**src/rtl/ccff_loader_pkg.sv**
```systemverilog
// ---------------------------------------------------------------------------
// ccff_loader_pkg
// Shared types and helpers for the configuration-chain loader.
//   state_t          : loader FSM states
//   words_per_chain  : number of host words needed to cover a chain,
//                      i.e. ceil(chain_len / word_w)
// ---------------------------------------------------------------------------
package ccff_loader_pkg;

    typedef enum logic [1:0] {
        ST_IDLE   = 2'd0,
        ST_LOAD   = 2'd1,
        ST_VERIFY = 2'd2,
        ST_DONE   = 2'd3
    } state_t;

    function automatic int words_per_chain(input int chain_len, input int word_w);
        return (chain_len + word_w - 1) / word_w;
    endfunction

endpackage

```
**src/rtl/ccff_word_serializer.sv**
```systemverilog
// ---------------------------------------------------------------------------
// ccff_word_serializer
// Single-word buffer that turns host words into a bit stream, LSB first.
//   clk, srst  : clock, synchronous active-high reset
//   active     : owner is in a shifting pass and the chain still has room
//   final_bit  : the bit shifted this cycle is the last one of the chain;
//                the rest of the buffered word is dropped
//   s_valid/s_data/s_ready : host word stream
//   shift      : a bit leaves the buffer this cycle
//   bit_out    : the bit leaving the buffer (meaningful when shift = 1)
// ---------------------------------------------------------------------------
module ccff_word_serializer #(
    parameter int WORD_W = 8
) (
    input  logic              clk,
    input  logic              srst,
    input  logic              active,
    input  logic              final_bit,
    input  logic              s_valid,
    input  logic [WORD_W-1:0] s_data,
    output logic              s_ready,
    output logic              shift,
    output logic              bit_out
);

    localparam int IDX_W = (WORD_W > 1) ? $clog2(WORD_W) : 1;

    logic [WORD_W-1:0] word_buf_reg;
    logic              buf_vld_reg;
    logic [IDX_W-1:0]  bit_idx_reg;

    logic last_word_bit;
    logic accept;

    assign last_word_bit = (bit_idx_reg == IDX_W'(WORD_W - 1));

    assign shift   = active && buf_vld_reg;
    assign bit_out = word_buf_reg[bit_idx_reg];

    // Refill in the same cycle the last bit of a word leaves, so words
    // stream with no bubble. On the chain's final bit the buffer is flushed
    // instead, so no refill is offered then: a word taken in that cycle
    // would be thrown away.
    assign s_ready = active && (!buf_vld_reg || (shift && last_word_bit && !final_bit));
    assign accept  = s_valid && s_ready;

    always_ff @(posedge clk) begin
        if (srst) begin
            word_buf_reg <= '0;
            buf_vld_reg  <= 1'b0;
            bit_idx_reg  <= '0;
        end else if (accept) begin
            word_buf_reg <= s_data;
            buf_vld_reg  <= 1'b1;
            bit_idx_reg  <= '0;
        end else if (shift) begin
            if (last_word_bit || final_bit) begin
                buf_vld_reg <= 1'b0;
                bit_idx_reg <= '0;
            end else begin
                bit_idx_reg <= bit_idx_reg + 1'b1;
            end
        end
    end

endmodule

```
**src/rtl/ccff_chain_loader.sv**
```systemverilog
// ---------------------------------------------------------------------------
// ccff_chain_loader
// Drives a configuration flip-flop chain from a host word stream. Words are
// serialised LSB first onto ccff_head with config_enable high on every shift
// cycle. Build option CCFF_READBACK_CHECK_EN adds a second pass in which the
// host re-sends the bitstream and ccff_tail is compared bit by bit.
//
// Parameters: WORD_W (host word width), CHAIN_LEN (chain bits),
//             CNT_W (bit counter width)
// Ports:
//   prog_clk      : clock shared with the chain
//   pReset        : synchronous active-high reset
//   start         : begin a load (only looked at in IDLE)
//   s_valid/s_data/s_ready : host word stream, bit 0 shifted first
//   config_enable : chain shift enable, high exactly on shift cycles
//   ccff_head     : serial data into the chain (holds when not shifting)
//   ccff_tail     : serial data from the end of the chain (verify only)
//   busy          : not idle
//   done          : one-cycle pulse after the last shift
//   err           : sticky verify mismatch, cleared by start
// ---------------------------------------------------------------------------
module ccff_chain_loader
    import ccff_loader_pkg::*;
#(
    parameter int WORD_W    = 8,
    parameter int CHAIN_LEN = 36,
    parameter int CNT_W     = $clog2(CHAIN_LEN + 1)
) (
    input  logic              prog_clk,
    input  logic              pReset,
    input  logic              start,
    input  logic              s_valid,
    input  logic [WORD_W-1:0] s_data,
    output logic              s_ready,
    output logic              config_enable,
    output logic              ccff_head,
    input  logic              ccff_tail,
    output logic              busy,
    output logic              done,
    output logic              err
);

    state_t           state_reg;
    state_t           state_next;
    logic [CNT_W-1:0] cnt_reg;
    logic             head_reg;

    logic in_pass;
    logic final_bit;
    logic shift;
    logic ser_bit;

    // A pass covers exactly CHAIN_LEN shifts; the counter restarts for the
    // verify pass.
    assign in_pass   = ((state_reg == ST_LOAD) || (state_reg == ST_VERIFY)) &&
                       (cnt_reg < CNT_W'(CHAIN_LEN));
    assign final_bit = (cnt_reg == CNT_W'(CHAIN_LEN - 1));

    ccff_word_serializer #(
        .WORD_W (WORD_W)
    ) u_serializer (
        .clk       (prog_clk),
        .srst      (pReset),
        .active    (in_pass),
        .final_bit (final_bit),
        .s_valid   (s_valid),
        .s_data    (s_data),
        .s_ready   (s_ready),
        .shift     (shift),
        .bit_out   (ser_bit)
    );

    assign config_enable = shift;
    // Between shifts the head keeps the last bit driven into the chain.
    assign ccff_head     = shift ? ser_bit : head_reg;
    assign busy          = (state_reg != ST_IDLE);
    assign done          = (state_reg == ST_DONE);

    always_comb begin
        state_next = state_reg;
        case (state_reg)
            ST_IDLE: begin
                if (start) begin
                    state_next = ST_LOAD;
                end
            end
            ST_LOAD: begin
                if (shift && final_bit) begin
`ifdef CCFF_READBACK_CHECK_EN
                    state_next = ST_VERIFY;
`else
                    state_next = ST_DONE;
`endif
                end
            end
            ST_VERIFY: begin
                if (shift && final_bit) begin
                    state_next = ST_DONE;
                end
            end
            ST_DONE: begin
                state_next = ST_IDLE;
            end
            default: begin
                state_next = ST_IDLE;
            end
        endcase
    end

    always_ff @(posedge prog_clk) begin
        if (pReset) begin
            state_reg <= ST_IDLE;
            cnt_reg   <= '0;
            head_reg  <= 1'b0;
        end else begin
            state_reg <= state_next;
            if ((state_reg == ST_IDLE) && start) begin
                cnt_reg <= '0;
            end else if (shift) begin
                cnt_reg <= final_bit ? '0 : cnt_reg + 1'b1;
            end
            if (shift) begin
                head_reg <= ser_bit;
            end
        end
    end

`ifdef CCFF_READBACK_CHECK_EN
    logic err_reg;

    // ccff_tail is sampled before the edge, so it shows the oldest bit in
    // the chain, which is the one the host is re-sending right now.
    always_ff @(posedge prog_clk) begin
        if (pReset) begin
            err_reg <= 1'b0;
        end else if ((state_reg == ST_IDLE) && start) begin
            err_reg <= 1'b0;
        end else if ((state_reg == ST_VERIFY) && shift && (ccff_tail != ser_bit)) begin
            err_reg <= 1'b1;
        end
    end

    assign err = err_reg;
`else
    logic unused_tail;
    assign unused_tail = ccff_tail;
    assign err         = 1'b0;
`endif

endmodule

```
**config.mk**
```make
export PLATFORM = sky130hd
export DESIGN_NAME = ccff_chain_loader
export DESIGN_NICKNAME = d
export VERILOG_FILES = /design/src/rtl/ccff_loader_pkg.sv /design/src/rtl/ccff_word_serializer.sv /design/src/rtl/ccff_chain_loader.sv
export SDC_FILE = /design/constraint.sdc
export NUM_CORES = 1
export LEC_CHECK = 0
export CELL_PAD_IN_SITES_DETAIL_PLACEMENT = 1
export CELL_PAD_IN_SITES_GLOBAL_PLACEMENT = 2
export CORE_UTILIZATION = 29
export CTS_BUF_LIST = sky130_fd_sc_hd__clkbuf_8
export DETAILED_ROUTE_END_ITERATION = 7
export PLACE_DENSITY_LB_ADDON = 0.12
export SKIP_CTS_REPAIR_TIMING = 1
export SYNTH_ARGS = -nofsm -noshare
export SYNTH_HDL_FRONTEND = slang
export SYNTH_SLANG_ARGS = --single-unit
```
**constraint.sdc**
```tcl
create_clock -name prog_clk -period 1.7 [get_ports prog_clk]
set_input_delay 0.34 -clock prog_clk [delete_from_list [all_inputs] [get_ports prog_clk]]
set_output_delay 0.34 -clock prog_clk [all_outputs]
set_load 0.03 [all_outputs]
```
After elaboration in Yosys (flattened, before gate mapping)

Cells that the tools add are included.

Logic and storage cells: 50
Register bits after elaboration: 21

Eq/ne operators: 7
Reduce and logical (&&, ||, !) cells: 22
$lt $le $gt $ge: 2
Mux-type cells: 11
Add/subtract/negate cells: 2

Operators with widths:

| kind                  | count |
|---|---|
| $logic_and A1 B1 Y1   | 8 |
| $add A6 B1 Y6 const B | 1 |
| $eq A6 B6 Y1 const B  | 1 |
| $lt A6 B6 Y1 const B  | 1 |
| $mux W6               | 1 |
| $pmux W2 S3           | 1 |
| $reduce_bool A2 Y1    | 3 |
| $reduce_or A2 Y1      | 3 |
| $mux W1               | 5 |
| $eq A2 B2 Y1 const B  | 2 |
| $lt A3 B4 Y1 const B  | 1 |
| $mux W2               | 2 |
| $reduce_and A2 Y1     | 2 |
| $add A3 B1 Y3 const B | 1 |
| $bmux W1 S3           | 1 |
| $eq A3 B3 Y1 const B  | 1 |
| $logic_or A1 B1 Y1    | 3 |
| $mux W3               | 1 |
| $eq A2 B1 Y1 const B  | 1 |
| $logic_not A1 Y1      | 2 |
| $logic_not A2 Y1      | 1 |
| $ne A2 B1 Y1 const B  | 1 |
| $ne A2 B2 Y1 const B  | 1 |

Depth between registers and ports, before layout

Gate-level depths: netlist of the first run.

Depth in word-level cells: 11
Gate-level depth with buffers: 7
Depth with buffers taken out: 6

Hierarchy

Synthesis of the first run repeated with hierarchy kept, for this count alone.

Cell total of the unflattened synthesis: 117
Area, all modules: 1138.6 um^2

Modules (own cells, without submodules):

| module               | area an instance (um^2) | times used | seq. area each (um^2) | cells each |
|---|---|---|---|---|
| ccff_word_serializer | 631.9                   | 1          | 240.2                 | 62 |
| ccff_chain_loader    | 506.7                   | 1          | 180.2                 | 55 |

Worst setup path before layout of the first run

OpenSTA, ideal clock, no wires.

Path type: flip-flop to output port
Start: register state_reg[0]
End: output ccff_head
Required time: 1360 ps
Arrival: 1693 ps
Path slack: -333 ps
Stages on the path, launching flop included: 8
Path buffers: 1
Cells stage by stage: dfxtp_1 > inv_1 > ha_1 > clkbuf_2 > nand3_4 > clkinv_1 > nor2_1 > nor2_1

Longest elaborated chain between the ends: 5
Elaborated cells between the ends (all ways): 6
Those cells by class: eq/ne: 2; mux: 1; reduce/logical: 3

Ends and longest elaborated chain:

| element                                      | RTL line                   | text |
|---|---|---|
| from (decl)                                  | ccff_chain_loader.sv:43    | `state_t state_reg;` |
| from (signal assigned)                       | ccff_chain_loader.sv:116   | `state_reg <= state_next;` |
| $eq A2 B1 Y1 or $eq A2 B2 Y1 (tied branches) | ccff_chain_loader.sv:55    | `assign in_pass = ((state_reg == ST_LOAD) \|\| (state_reg == ST_VERIFY)) &&` |
| $logic_or A1 B1 Y1 *                         | ccff_chain_loader.sv:55    |  |
| $logic_and A1 B1 Y1 *                        | ccff_chain_loader.sv:55    |  |
| $logic_and A1 B1 Y1 *                        | ccff_word_serializer.sv:37 | `assign shift = active && buf_vld_reg;` |
| via config_enable                            | ccff_chain_loader.sv:35    | `output logic config_enable,` |
| $mux W1 *                                    | n/a                        |  |
| to (decl)                                    | ccff_chain_loader.sv:36    | `output logic ccff_head,` |

Mark *: on every way through the listed nets, which the timed path passes. The rest lies on a longest branch.

Worst setup path in the final report of the first run

Start: register u_serializer.bit_idx_reg[1]
End: output s_ready

Longest elaborated chain between the ends: 5

Ends and longest elaborated chain:

| element                           | RTL line                   | text |
|---|---|---|
| from (decl)                       | ccff_word_serializer.sv:30 | `logic [IDX_W-1:0] bit_idx_reg;` |
| from (signal assigned)            | ccff_word_serializer.sv:61 | `bit_idx_reg <= bit_idx_reg + 1'b1;` |
| $eq A3 B3 Y1                      | ccff_word_serializer.sv:35 | `assign last_word_bit = (bit_idx_reg == IDX_W'(WORD_W - 1));` |
| $logic_and A1 B1 Y1 (2 in series) | ccff_word_serializer.sv:44 | `assign s_ready = active && (!buf_vld_reg \|\| (shift && last_word_bit && !final_bit));` |
| $logic_or A1 B1 Y1                | ccff_word_serializer.sv:44 |  |
| $logic_and A1 B1 Y1               | ccff_word_serializer.sv:44 |  |
| to (decl)                         | ccff_chain_loader.sv:34    | `output logic s_ready,` |

Every way passes these cells.

==> metrics.txt, run 1 <==
H-tree levels 1; total number of vias 977; pins over their slew limit 0; initial antenna violation count 0; Initial Util 31.14%; vias in the first global route 993; pin count of the biggest net entering global routing 14; failing checks setup timing; switching share of power 26.81%; largest area contributor in the netlist dfxtp_1; CTS tree built; GRT overflow 0; Die Wd 62.56 um; Clock Tree Buf Depth 2; leading post-synthesis cells by cell area dfxtp_1, mux2i_1, ha_1; Post-Route WL 2963 um; origin of the worst setup path u_serializer.bit_idx_reg[1]; Total GRT Usage 14.74%; Layout Area Growth over Synthesis 49.41%; Critical Path AT 1590 ps; nets 171; P_leak 0.6222 nW; routed vias/inst 4.959; first-pass detailed-route iteration total 4; CP Launch Type flop; final hold viol count 0; CP cell instances ha_4, ha_4, a21boi_4, buf_6, o211a_1, buf_6; pre-CTS WS -91.79 ps; Routed Antenna Nets 0; core footprint 3416 sq um; max-cap violations 0; Power Density 664.2 nW/um^2; Final HPWL DP 2062 um; WP data required 1360 ps; WL per Instance 15.04 um; register area share after synthesis 39.53%; final setup margin -232.6 ps; Clk Latency, worst-skew pair 260 ps; Placed Cells 190; CP max stage delay 340 ps; DIE HEIGHT 62.56 um; Mapped Area 1064 sq um; setup repair after global routing missed its margin true; Ports 19; hold path start cnt_reg[1]; crit path kind reg -> out; P_int 0.7724 mW; crit path time final 1933 ps; non-filler cells, final 197; mean post-synth cell area 9.248 sq um; Worst Hold Class reg -> reg; total power draw 1.055 mW; crit path max fanout 3; Psw 0.2830 mW; period utilization 113.7%; root buffer cell clkbuf_8; family with the most delay on the worst path compound AO/OA/AOI/OAI gates; max FFs per register 8; DRC viols 0; I/O Buffers 16; Setup Viol. Count Final 2; Sinks on Clock Net 21; Distinct cells, synth 36; Max Clk Rate 517.4 MHz; die area 3914 sq um; Clk pwr share 31.3%; Synthesized Nets 134; WP buf/inv 2; Hold Worst Slack 488.0 ps; Layout fillers 401; VDD IR max 0.2946 mV; DR iter-0 viols 16; clk_skew 4.306 ps; outcome finished, violations left; Worst Setup End Kind primary output; reg2reg start u_serializer.bit_idx_reg[1]; clock-pin slew on the worst setup and hold paths 80 ps; Sequential Power Share 49.3%; CTS Buf Count 3; critical path's slowest cell dfxtp_2; R2R setup slack 30 ps; row count 21; routability cong. 0.7886; Synth Register Bits 21; share of cells above drive strength 1 31.79%; Cells after Synth 115; first-pass GRT wire length 4567 um; Inserted Diodes 0; Yosys top cell area share 39.53%; warnings from Yosys 0; Logic pwr share 19.3%
-- worst paths after layout --
check | end | cells past startpoint
worst max-delay path | s_ready | 6
worst min-delay path | cnt_reg[1] | 2
worst max register to register | u_serializer.bit_idx_reg[1] | 6
worst min register to register | cnt_reg[1] | 2
-- logic make-up (layout without fill, tap and decap cells) --
family | after synthesis | count (layout) | share of synthesized area [%]
flops | 21 | 21 | 39.53
simple gates | 40 | 40 | 19.53
mux | 12 | 12 | 11.29
xor+xnor | 3 | 3 | 2.471
fa+ha+maj | 6 | 6 | 7.059
other cells | 1 | 1 | 0.3526
buf+inv | 11 | 47 | 4.705
compound gates | 21 | 21 | 15.06
-- per-stage QoR --
stage | util (%) | setup TNS (ps) | cell area, sq um
after floorplan | - | 0 | 1090
after detailed placement | 41.47 | -608.8 | 1416
after CTS | 42.78 | -1938 | 1461
after global placement | 41.47 | -452.0 | 1416
after global routing | 46.52 | -602.8 | 1589
final | 46.52 | -444.1 | 1589
-- layer usage --
metal | global-route usage [%] | up-vias | share of wire, %
met5 | 0 | - | 0
met4 | 8.140 | 0 | 1.8
met3 | 2.007 | 5 | 2.6
met2 | 23.78 | 16 | 52
met1 | 18.83 | 472 | 44
li1 | - | 484 | -
-- cells in the mapped netlist (all sizes together) --
cell type	count
a21boi	2
o31ai	1
and4b	1
a21oi	5
clkinv	1
and3	2
dfxtp	21
inv	5
nand2b	1
nor2	15
nand3b	2
mux2i	12
o211a	1
a211oi	1
a41oi	1
a311oi	3
o21ai	2
xor2	1
buf	2
a31oi	3
o22ai	1
or2	1
conb	1
nand4	2
xnor2	2
nand3	4
or4	1
nand2	7
o2111a	1
nor3	3
clkbuf	3
nor2b	1
ha	6
-- placed cells by master, fill, tap and decap left out, types with 4 or more instances in the layout --
cell             instances
buf_6                    6
a21oi_1                  5
clkdlybuf4s50_1         11
dfxtp_1                 16
nor2_1                  13
buf_4                   17
mux2i_1                 11
nand2_1                  7
dfxtp_2                  4
inv_1                    4
-- cell type report --
cell class | instances | area [sq um] | share of cell area [%]
Tap cell | 46 | 57.56 | 3.622
Inverter | 6 | 27.53 | 1.732
Timing Repair Buffer | 37 | 350.3 | 22.05
Multi-Input combinational cell | 83 | 679.4 | 42.76
Clock inverter | 1 | 3.754 | 0.2362
Sequential cell | 21 | 429.2 | 27.01
Clock buffer | 3 | 41.29 | 2.598
-- worst reg2reg max path, cell delays in order (launching register included) --
cell      delay [ps]
dfxtp_2          340
ha_4             160
ha_4             160
a21boi_4         140
o2111a_1         300
or2_2            330
a21oi_1          160
-- power groups by stage --
stage | sequential [mW] | combinational [mW] | clock (mW)
6_report | 0.521 | 0.204 | 0.331
5_1_grt | 0.523 | 0.222 | 0.367
4_1_cts | 0.520 | 0.187 | 0.349
3_5_place_dp | 0.531 | 0.187 | 0
3_3_place_gp | 0.530 | 0.181 | 0
2_1_floorplan | 0.530 | 0.104 | 0
No activity file was read; power rests on OpenSTA's default activity.
==> run 2: changes to the inputs <==
--- a/config.mk
+++ b/config.mk
@@ -5,9 +5,10 @@
 export SDC_FILE = /design/constraint.sdc
 export NUM_CORES = 1
 export LEC_CHECK = 0
+export CAP_MARGIN = 0
 export CELL_PAD_IN_SITES_DETAIL_PLACEMENT = 1
 export CELL_PAD_IN_SITES_GLOBAL_PLACEMENT = 2
-export CORE_UTILIZATION = 29
+export CORE_UTILIZATION = 32
 export CTS_BUF_LIST = sky130_fd_sc_hd__clkbuf_8
 export DETAILED_ROUTE_END_ITERATION = 7
 export PLACE_DENSITY_LB_ADDON = 0.12
==> constraint.sdc (replaced) <==
create_clock -name prog_clk -period 2.2 [get_ports prog_clk]
set_input_delay 0.44 -clock prog_clk [delete_from_list [all_inputs] [get_ports prog_clk]]
set_output_delay 0.44 -clock prog_clk [all_outputs]
set_load 0.03 [all_outputs]
==> run 2 against run 1 <==
The run now ends clean. Sequential power decreased by 23%. Clock skew fell by 0.71 ps. Critical path depth grew 1. Die area fell by 9.1%. Clock power decreased by 23%. Cell count decreased by 9.6%. Wire length is 22% lower. Non-clock buffer count decreased by 17. Highest routed layer unchanged.
==> metrics.txt, run 2 (synthesis gave the netlist of run 1 again) <==
outcome finished clean; Clock Tree Buf Depth 2; Clk Latency, worst-skew pair 260 ps; final setup margin 109.3 ps; clock-pin slew on the worst setup and hold paths 80 ps; initial antenna violation count 0; Tightest Pin Transition 580.1 ps; WP buf/inv 3; Total GRT Usage 14.89%; row count 20; VDD IR max 0.2363 mV; CP max stage delay 400 ps; pre-CTS WS 298.4 ps; first-pass detailed-route iteration total 3; Hold Worst Slack 482.4 ps; DRC viols 0; Sinks on Clock Net 21; total number of vias 893; H-tree levels 1; non-filler cells, final 178; Die Wd 59.65 um; first-pass GRT wire length 3905 um; Routed Antenna Nets 0; routed vias/inst 5.017; Layout Area Growth over Synthesis 25.88%; critical path's slowest cell dfxtp_1; Power Density 583.2 nW/um^2; P_leak 0.4906 nW; final core occ 43.15%; cells on worst reg2reg path 7; Final HPWL DP 1796 um; family with the most delay on the worst path flip-flops; core footprint 3103 sq um; commonest non-fill, non-tap cell in the layout dfxtp_1; reg2reg start u_serializer.bit_idx_reg[0]; final hold viol count 0; setup TNS 0 ps; Max Clk Rate 478.3 MHz; slew margin rel. 60.92%; Placed Cells 174; Worst Hold Class reg -> reg; max-cap violations 0; crit path max fanout 7; hold path start cnt_reg[1]; I/O Buffers 16; WL per Instance 13.02 um; CP cell instances inv_1, ha_1, nand3_4, clkinv_1, nor2_1, nor2_1, buf_4; hold depth 2; Critical Path AT 1650 ps; Ports 19; root buffer cell clkbuf_8; pins over their slew limit 0; nets 154; most frequent cells in the layout dfxtp_1, nor2_1, clkdlybuf4s50_1; CP Launch Type flop; Hold EP cnt_reg[1]; crit path kind reg -> out; Setup Viol. Count Final 0; clk_skew 3.599 ps; CTS Buf Count 3; setup repair after global routing missed its margin true; WP depth 7; Initial Util 34.27%; R2R Path End u_serializer.bit_idx_reg[2]; Inserted Diodes 0; DR iter-0 viols 44; crit path time final 2091 ps; Post-Route WL 2318 um; Worst Setup End Kind primary output; Top cell by count, worst path nor2_1; R2R setup slack 340 ps; period utilization 95.03%; routability cong. 0.7549; max FFs per register 8; vias in the first global route 857; GRT overflow 0; DIE HEIGHT 59.65 um; CTS tree built; die area 3558 sq um; WP data required 1760 ps; Layout fillers 397; share of cells above drive strength 1 11.94%; pin count of the biggest net entering global routing 14
[run 2: worst reg2reg max path, delay by kind of cell, from the launching register on]
family                   cells  cell delay, ps
adder cells (fa/ha/maj)      2             420
flip-flops                   1             370
AND/OR/NAND/NOR              1             310
AO/OA/AOI/OAI                3             510
buffers and inverters        1             180
[run 2: final cells by class]
class | count | area (sq um) | share of cell area (%)
multi-input combinational | 83 | 611.8 | 45.70
clock inverter | 1 | 5.005 | 0.3738
inverter | 6 | 22.52 | 1.682
tap | 44 | 55.05 | 4.112
timing repair buffer | 20 | 182.7 | 13.64
clock buffer | 3 | 41.29 | 3.084
sequential | 21 | 420.4 | 31.40
[run 2: through the flow]
step | instance area [sq um] | power, mW
after floorplan | 1064 | 0.4844
after global placement | 1274 | 0.5311
after global routing | 1339 | 0.8232
after detailed placement | 1274 | 0.5356
final | 1339 | 0.7808
after CTS | 1320 | 0.7916
[run 2: per-layer routing]
| metal | global-route usage (%) | vias up | wire length [um] |
|---|---|---|---|
| li1 | - | 448 | - |
| met1 | 19.81 | 430 | 1103 |
| met2 | 23.81 | 13 | 1123 |
| met3 | 2.381 | 2 | 72 |
| met4 | 6.312 | 0 | 19 |
| met5 | 0 | - | 0 |
[run 2: where the power goes]
part           internal [mW]  leakage (nW)  switching (mW)  total, mW
Clock                  0.126        0.0255           0.128      0.254
Combinational         0.0595         0.295          0.0639      0.123
Sequential             0.392         0.170          0.0109      0.403
[run 2: worst max path at each step]
| stage | start | end | slack (ps) |
|---|---|---|---|
| after detailed placement | cnt_reg[3] | ccff_head | 300 |
| after global placement | cnt_reg[3] | ccff_head | 330 |
| final | state_reg[0] | ccff_head | 110 |
| after floorplan | state_reg[0] | ccff_head | 70 |
| after global routing | state_reg[0] | ccff_head | 2 |
| after CTS | cnt_reg[3] | ccff_head | -3 |
